[src/rtl/pipe_hazard_scoreboard.sv]
// Hazard and forwarding controller for the 5-stage pipeline.
// A PIPE_DEPTH-slot shift scoreboard tracks in-flight register writers
// (slot 1 = EX ... slot PIPE_DEPTH = WB). The block drives the forwarding
// selects, the load-use stall and the taken-branch flushes, and keeps
// saturating stall and flush counters.
// Optional feature: define FWD_EN to enable forwarding. Without it the
// selects are tied to 0 and any writer in slots 1..PIPE_DEPTH-1 stalls.
module pipe_hazard_scoreboard #(
    parameter int unsigned REG_ADDR_W   = 5,
    parameter int unsigned PIPE_DEPTH   = 3,
    parameter int unsigned LOAD_STAGE   = 2,
    parameter int unsigned BRANCH_STAGE = 2,
    parameter int unsigned CNT_W        = 32,
    localparam int unsigned FSEL_W      = $clog2(PIPE_DEPTH + 1)
) (
    input  logic                  Clk,
    input  logic                  Reset,
    input  logic                  id_valid,
    input  logic [REG_ADDR_W-1:0] id_rs,
    input  logic [REG_ADDR_W-1:0] id_rt,
    input  logic                  id_use_rs,
    input  logic                  id_use_rt,
    input  logic [REG_ADDR_W-1:0] id_rd,
    input  logic                  id_reg_write,
    input  logic                  id_is_load,
    input  logic                  br_taken,
    output logic                  stall,
    output logic                  flush_if_id,
    output logic                  flush_id_ex,
    output logic [FSEL_W-1:0]     fwd_a,
    output logic [FSEL_W-1:0]     fwd_b,
    output logic [CNT_W-1:0]      stall_cnt,
    output logic [CNT_W-1:0]      flush_cnt
);

    logic [PIPE_DEPTH:1]                 v_q, v_d;
    logic [PIPE_DEPTH:1]                 wr_q, wr_d;
    logic [PIPE_DEPTH:1]                 ld_q, ld_d;
    logic [PIPE_DEPTH:1][REG_ADDR_W-1:0] rd_q, rd_d;
    logic [CNT_W-1:0]                    stall_cnt_q, stall_cnt_d;
    logic [CNT_W-1:0]                    flush_cnt_q, flush_cnt_d;

    logic [FSEL_W-1:0] sel_a, sel_b;
    logic              rdy_a, rdy_b;
    logic              haz_a, haz_b;
    logic [FSEL_W-1:0] fwd_a_c, fwd_b_c;

    // Youngest matching writer per source operand and whether its result exists yet.
    always_comb begin
        sel_a = '0;
        sel_b = '0;
        rdy_a = 1'b1;
        rdy_b = 1'b1;
        // Walk oldest to youngest so the lowest matching slot is the one left standing.
        for (int unsigned k = PIPE_DEPTH; k >= 1; k--) begin
            if (v_q[k] && wr_q[k] && (rd_q[k] == id_rs) && (id_rs != '0)) begin
                sel_a = FSEL_W'(k);
                rdy_a = !ld_q[k] || (k >= LOAD_STAGE) || (k == PIPE_DEPTH);
            end
            if (v_q[k] && wr_q[k] && (rd_q[k] == id_rt) && (id_rt != '0)) begin
                sel_b = FSEL_W'(k);
                rdy_b = !ld_q[k] || (k >= LOAD_STAGE) || (k == PIPE_DEPTH);
            end
        end
    end

`ifdef FWD_EN
    // Stall only on a not-yet-available load result; otherwise bypass from the slot.
    always_comb begin
        haz_a   = id_use_rs && (sel_a != '0) && !rdy_a;
        haz_b   = id_use_rt && (sel_b != '0) && !rdy_b;
        fwd_a_c = '0;
        fwd_b_c = '0;
        if (id_use_rs && (sel_a != '0) && rdy_a && (sel_a < FSEL_W'(PIPE_DEPTH))) fwd_a_c = sel_a;
        if (id_use_rt && (sel_b != '0) && rdy_b && (sel_b < FSEL_W'(PIPE_DEPTH))) fwd_b_c = sel_b;
    end
`else
    logic unused_rdy;
    assign unused_rdy = rdy_a ^ rdy_b;

    // No bypass network: wait until the writer sits in WB (write-through regfile).
    always_comb begin
        haz_a   = id_use_rs && (sel_a != '0) && (sel_a < FSEL_W'(PIPE_DEPTH));
        haz_b   = id_use_rt && (sel_b != '0) && (sel_b < FSEL_W'(PIPE_DEPTH));
        fwd_a_c = '0;
        fwd_b_c = '0;
    end
`endif

    // Outputs; held at 0 while reset is asserted. A taken branch overrides any stall.
    always_comb begin
        stall       = Reset && id_valid && !br_taken && (haz_a || haz_b);
        flush_if_id = Reset && br_taken;
        flush_id_ex = Reset && br_taken;
        fwd_a       = Reset ? fwd_a_c : '0;
        fwd_b       = Reset ? fwd_b_c : '0;
        stall_cnt   = stall_cnt_q;
        flush_cnt   = flush_cnt_q;
    end

    // Scoreboard shift and saturating counter next state.
    always_comb begin
        v_d[1]  = id_valid && !stall && !br_taken;
        rd_d[1] = id_rd;
        wr_d[1] = id_reg_write;
        ld_d[1] = id_is_load;
        for (int unsigned k = 2; k <= PIPE_DEPTH; k++) begin
            // Instructions younger than the resolving branch are squashed as they advance.
            v_d[k]  = v_q[k-1] && !(br_taken && ((k - 1) < BRANCH_STAGE));
            rd_d[k] = rd_q[k-1];
            wr_d[k] = wr_q[k-1];
            ld_d[k] = ld_q[k-1];
        end
        stall_cnt_d = stall_cnt_q;
        flush_cnt_d = flush_cnt_q;
        if (stall && !(&stall_cnt_q)) stall_cnt_d = stall_cnt_q + 1'b1;
        if (flush_if_id && !(&flush_cnt_q)) flush_cnt_d = flush_cnt_q + 1'b1;
    end

    // State registers.
    always_ff @(posedge Clk or negedge Reset) begin
        if (!Reset) begin
            v_q         <= '0;
            wr_q        <= '0;
            ld_q        <= '0;
            rd_q        <= '0;
            stall_cnt_q <= '0;
            flush_cnt_q <= '0;
        end else begin
            v_q         <= v_d;
            wr_q        <= wr_d;
            ld_q        <= ld_d;
            rd_q        <= rd_d;
            stall_cnt_q <= stall_cnt_d;
            flush_cnt_q <= flush_cnt_d;
        end
    end

endmodule
[config.mk]
export PLATFORM = sky130hd
export DESIGN_NAME = pipe_hazard_scoreboard
export DESIGN_NICKNAME = d
export VERILOG_FILES = /design/src/rtl/pipe_hazard_scoreboard.sv
export SDC_FILE = /design/constraint.sdc
export NUM_CORES = 1
export LEC_CHECK = 0
export ABC_AREA = 1
export CAP_MARGIN = 20
export CORE_UTILIZATION = 57
export CTS_CLUSTER_SIZE = 40
export DETAILED_ROUTE_END_ITERATION = 6
export HOLD_SLACK_MARGIN = 0.15
export PLACE_DENSITY_LB_ADDON = 0.15
export SYNTH_ARGS = -nofsm -noshare
export SYNTH_HDL_FRONTEND = slang
export SYNTH_SLANG_ARGS = --single-unit
[constraint.sdc]
create_clock -name Clk -period 5.4 [get_ports Clk]
set_clock_uncertainty 0.15 [all_clocks]
set_input_delay 0.81 -clock Clk [delete_from_list [all_inputs] [get_ports Clk]]
set_output_delay 0.81 -clock Clk [all_outputs]
set_load 0.02 [all_outputs]
==> metrics, run 1 <==
Critical Path Fanout Max=34; number of setup buffers added after CTS=0; initial antenna violation count=0; count of input and output buffers=88; wire length of the first global-routing pass=22200 um; clock-pin slew on the worst setup and hold paths=0.08 ns; delay of the slowest critical-path stage=0.59 ns; effective utilization at floorplan=0.584; category of the worst setup path launch point=primary input; Final Core Density=0.716; sequential element share of the synthesized area=0.385; RSZ-0062 raised after global routing=no; reg-to-reg critical path endpoint=stall_cnt[14]; Unique masters post-synth=27; total power=1.37 mW; required time of the critical path=4.44 ns; post-synthesis register bit count=78; portion of the clock cycle consumed by the worst path in the final layout=0.756; vias per cell=5.39; number of vias after detailed routing=5157; maximum number of pins on one net before global-route repair=79; path category of the worst min-delay check=in2async; result of the run=finished, final reports clean; P_leak=2.94 nW; Fmax=245 MHz; total of warnings raised by yosys=0; transition time at the pin with the least slew margin=0.742 ns; post-route ant nets=0; netlist area before placement=0.00507 mm2; Filler Cells Inserted=750; Syn Area/Cell=6.69 um2; number of CTS-inserted buffers=9; Slew Viols, Final=0; reg-to-reg setup timing slack=2.17 ns; Root Driver=sky130_fd_sc_hd__clkbuf_8; maximum buffer depth of the clock tree=2; relative area change from synthesis to final layout=22.5%; deepest level of the CTS H-tree=3; weighted congestion reported at the end of routability-driven placement=0.954; minimum setup slack after placement=1.38 ns; PD cells=221 mW/mm2; cell repeated most along the worst path=sky130_fd_sc_hd__nand2_1; smallest setup slack after layout=1.32 ns; Sink Count=78; overall die width=96.3 um; wire length per cell after detailed routing=14.5 um; sum of negative setup slack=0 ns; endpoint type of the worst setup path=output pin; number of setup violations in the final report=0; global router's overall resource usage=0.311; number of cells on the worst reg-to-reg path=9; post-cts resize count=0; Detailed Routing Iterations Pass 1=5; number of max-cap violations=0; total I/O pin count=94; net total in the final layout=868; Die Ht=96.3 um; endpoints failing hold=0; worst ir drop on vdd=147 uV; max_slew headroom=0.505; worst reg2reg path startpoint=stall_cnt[0]; cell at the slowest stage of the critical path=sky130_fd_sc_hd__clkdlybuf4s50_1; CP arrival=3.12 ns; wirelength, routed=13900 um; layout cell share with drive strength beyond 1=0.0448; DRC violations left=0; vias in the first global route=4822; drt first-iter violations=332; hold-fix buffers at CTS=0; Std-Cell Core Area=0.00868 mm2; standard-cell row count=34; number of instances in the synthesized netlist=758; remaining global-route overflow=0; crit-path cells=clkdlybuf4s50_1 -> inv_1 -> nand2_1 -> nand2_1 -> nor2_1 -> nand3_1 -> nand2_1 -> nand2_1 -> nand2_1 -> buf_4 -> nand2_1 -> inv_1 -> clkdlybuf4s50_1; HPWL reported at the end of detailed placement=9940 um; Min Clock Period, post-route=4.08 ns; CTS tree=done; hold slack=0.221 ns; category of the most critical setup path=in2out; Die Footprint=0.00927 mm2; worst-skew pair later-pin latency=0.36 ns; Antenna Cells=0
stage by stage:
stage                     instance area (um2)  std cells
after floorplan                          5080        761
after global placement                   5980        939
after detailed placement                 5980        939
after CTS                                6180        955
after global routing                     6210        956
final                                    6210        956
layout by cell type (no fill, tap or decap), drive strengths merged:
master and instances:
o21ai 15, xor2 29, clkbuf 13, clkinv 2, nand3b 14, nand2 349, nand4 37, inv 53
nor2 105, ha 2, a21oi 1, clkinvlp 1, conb 4, dfrtp 78, bufinv 1, and2 1
nand3 19, buf 6, clkdlybuf4s50 87, xnor2 16, nor3 15
report_power, final:
group / switching (mW) / internal (mW)
clock network: 0.222 / 0.239
registers: 0.0491 / 0.617
logic: 0.138 / 0.106
total: 0.410 / 0.962
flip-flops by register name, summed over array words and instances, names as in the netlist:
name / flops
flush_cnt: 32
wr_q: 2
v_q: 2
rd_d: 10
stall_cnt: 32
metal layers:
layer  track usage  wire [um]  up-vias
li1              -          -     2529
met1         0.447       6430     2400
met2         0.485       6250      208
met3        0.0521       1020       20
met4        0.0833        179        0
met5             0          0        -
synthesized netlist by cell type:
master                     instances  area, um2
sky130_fd_sc_hd__a21oi_1           1       5.00
sky130_fd_sc_hd__and2_1            1       6.26
sky130_fd_sc_hd__buf_2             8       40.0
sky130_fd_sc_hd__buf_4             5       37.5
sky130_fd_sc_hd__buf_6             5       56.3
sky130_fd_sc_hd__clkbuf_1          4       15.0
sky130_fd_sc_hd__clkinv_1          1       3.75
sky130_fd_sc_hd__conb_1            1       3.75
sky130_fd_sc_hd__dfrtp_1          78       1950
sky130_fd_sc_hd__ha_1              2       25.0
sky130_fd_sc_hd__inv_1            47        176
sky130_fd_sc_hd__inv_2             6       22.5
sky130_fd_sc_hd__nand2_1         348       1310
sky130_fd_sc_hd__nand2_4           1       11.3
sky130_fd_sc_hd__nand3_1          16       80.1
sky130_fd_sc_hd__nand3_2           3       30.0
sky130_fd_sc_hd__nand3b_1         14        105
sky130_fd_sc_hd__nand4_1          37        231
sky130_fd_sc_hd__nor2_1          100        375
sky130_fd_sc_hd__nor2_2            4       25.0
sky130_fd_sc_hd__nor2_4            1       11.3
sky130_fd_sc_hd__nor3_1           14       70.1
sky130_fd_sc_hd__nor3_2            1       10.0
sky130_fd_sc_hd__o21ai_0           4       20.0
sky130_fd_sc_hd__o21ai_1          11       55.1
sky130_fd_sc_hd__xnor2_1          16        140
sky130_fd_sc_hd__xor2_1           29        254
worst max path at each step:
| stage | start | end | slack, ns | depth (start not counted) |
|---|---|---|---|---|
| floorplan | id_rt[1] | stall | 2.87 | 10 |
| global placement | id_rs[2] | stall | 1.46 | 13 |
| detailed placement | id_rt[1] | stall | 1.38 | 13 |
| CTS | id_rt[1] | stall | 1.37 | 13 |
| global route | id_rt[0] | stall | 1.15 | 13 |
| finish | id_rt[3] | stall | 1.32 | 13 |
critical path: cells and delay by family:
kind                   cells  cell delay (ns)
buffers and inverters      5             1.60
AND/OR/NAND/NOR            8             0.70
cells by family after synthesis:
group,Yosys count,share of synthesized area
AO/OA/AOI/OAI,16,0.0158
XOR/XNOR,45,0.0778
adder cells (fa/ha/maj),2,0.00494
buffers and inverters,76,0.0694
flip-flops,78,0.385
other,1,0.000740
AND/OR/NAND/NOR,540,0.446
cell type report:
type | instances | area [um2] | area share
Timing Repair Buffer | 93 | 936 | 0.151
Clock inverter | 3 | 42.5 | 0.00685
Inverter | 54 | 203 | 0.0326
Multi-Input combinational cell | 607 | 2780 | 0.448
Clock buffer | 13 | 159 | 0.0256
Tap cell | 108 | 135 | 0.0218
Sequential cell | 78 | 1950 | 0.314
Power figures use the tool's default switching activity.
==> inputs of run 2 (changes only) <==
- CORE_UTILIZATION: 57 -> 48
- clock period: 5.4 -> 3.3 ns (I/O delays scaled with it)
==> metrics, run 2 (synthesis gave the netlist of run 1 again) <==
result of the run=finished, final reports clean; P_leak=2.97 nW; wire length per cell after detailed routing=13.4 um; most common library cell in the layout ignoring fill and taps=sky130_fd_sc_hd__nand2_1; crit-path cells=dlygate4sd3_1 -> buf_4 -> nand2_1 -> inv_1 -> clkdlybuf4s50_1; sum of negative setup slack=0 ns; worst path bufs/invs=4; endpoint type of the worst setup path=output pin; worst ir drop on vdd=410 uV; Fmax=333 MHz; transition time at the pin with the least slew margin=0.657 ns; maximum number of pins on one net before global-route repair=55; number of CTS-inserted buffers=9; DRC violations left=0; Die Footprint=0.0110 mm2; family with the most delay on the worst path=buffers and inverters; Min Clock Period, post-route=3.00 ns; relative area change from synthesis to final layout=24.4%; portion of the clock cycle consumed by the worst path in the final layout=0.910; wirelength, routed=13200 um; PD cells=375 mW/mm2; global router's overall resource usage=0.256; max_slew headroom=0.562; RSZ-0062 raised after global routing=no; Root Driver=sky130_fd_sc_hd__clkbuf_8; vias per cell=5.11; CTS tree=done; category of the most critical setup path=in2out; number of setup violations in the final report=0; wire length of the first global-routing pass=22500 um; path category of the worst min-delay check=reg2reg; Slew Viols, Final=0; weighted congestion reported at the end of routability-driven placement=0.975; initial antenna violation count=0; overall die width=105 um; CP arrival=2.36 ns; post-route ant nets=0; layout cell share with drive strength beyond 1=0.0494; Filler Cells Inserted=1009; total I/O pin count=94; number of vias after detailed routing=5046; HPWL reported at the end of detailed placement=9960 um; category of the worst setup path launch point=primary input; vias in the first global route=4789; number of setup buffers added after CTS=0; effective utilization at floorplan=0.493; remaining global-route overflow=0; total power=2.36 mW; maximum buffer depth of the clock tree=2; Sink Count=78; standard-cell row count=37; worst-skew pair later-pin latency=0.36 ns; hold slack=0.233 ns; Detailed Routing Iterations Pass 1=5; delay of the slowest critical-path stage=0.64 ns; clock-pin slew on the worst setup and hold paths=0.08 ns; Critical Path Fanout Max=27; final cell count without fillers=987; endpoints failing hold=0; required time of the critical path=2.65 ns; net total in the final layout=871; number of max-cap violations=0; Antenna Cells=0; Std-Cell Core Area=0.0103 mm2; Die Ht=105 um; count of input and output buffers=88; Placed Instances=970; drt first-iter violations=320; deepest level of the CTS H-tree=3; cell at the slowest stage of the critical path=sky130_fd_sc_hd__clkdlybuf4s50_1; commonest cells after routing, fill and taps aside=sky130_fd_sc_hd__nand2_1 (348), sky130_fd_sc_hd__nor2_1 (99), sky130_fd_sc_hd__clkdlybuf4s50_1 (87), sky130_fd_sc_hd__dfrtp_1 (78), sky130_fd_sc_hd__inv_1 (47)
-- run 2: changes by cell type in the layout (fill, tap and decap cells not counted), moves of 2 or more --
cell | previous run | this run
sky130_fd_sc_hd__buf_4 | 5 | 7
sky130_fd_sc_hd__bufinv_16 | 1 | 3
sky130_fd_sc_hd__clkbuf_1 | 2 | 0
sky130_fd_sc_hd__clkbuf_8 | 11 | 9
sky130_fd_sc_hd__clkinv_4 | 0 | 2
-- run 2: power by group --
| part | switching, mW | total, mW | internal (mW) |
|---|---|---|---|
| clock | 0.377 | 0.883 | 0.506 |
| combinational | 0.223 | 0.396 | 0.172 |
| sequential | 0.0764 | 1.09 | 1.01 |
-- run 2: timing repair --
action | 4_1_cts | 5_1_grt
hold buffers | 1 | 0
endpoints found under the hold margin | 24 | 0
gates resized for setup | 0 | 0
-- run 2: cell type report --
cell class | count | area (um2) | area share
Inverter | 54 | 203 | 0.0321
Sequential cell | 78 | 1950 | 0.310
Clock buffer | 9 | 124 | 0.0196
Timing Repair Buffer | 96 | 953 | 0.151
Tap cell | 136 | 170 | 0.0270
Clock inverter | 7 | 121 | 0.0192
Multi-Input combinational cell | 607 | 2780 | 0.441
-- run 2: path summary, 6_finish.rpt --
path	start	to	slack, ns	depth (start not counted)
max reg2reg	stall_cnt[0]	stall_cnt[21]	0.69	10
max in group asynchronous	Reset	stall_cnt[19]	1.61	3
min in group asynchronous	Reset	rd_d[13]	0.41	2
min reg2reg	wr_q[1]	wr_q[2]	0.23	0
min	wr_q[1]	wr_q[2]	0.23	0
max	Reset	flush_if_id	0.30	5
-- run 2: routing by layer --
layer	wire length (um)	GRT usage	part of all wire
met5	0	0	0
met4	368	0.119	0.028
met3	624	0.0318	0.047
met2	6240	0.428	0.47
met1	5980	0.331	0.45
-- run 2: metrics by stage --
stage | area, um2 | setup slack, ns | utilization
after floorplan | 5080 | 1.32 | -
after global placement | 6050 | 0.326 | 0.589
after detailed placement | 6050 | 0.317 | 0.589
after CTS | 6310 | 0.253 | 0.614
after global routing | 6310 | 0.183 | 0.614
final | 6310 | 0.296 | 0.614
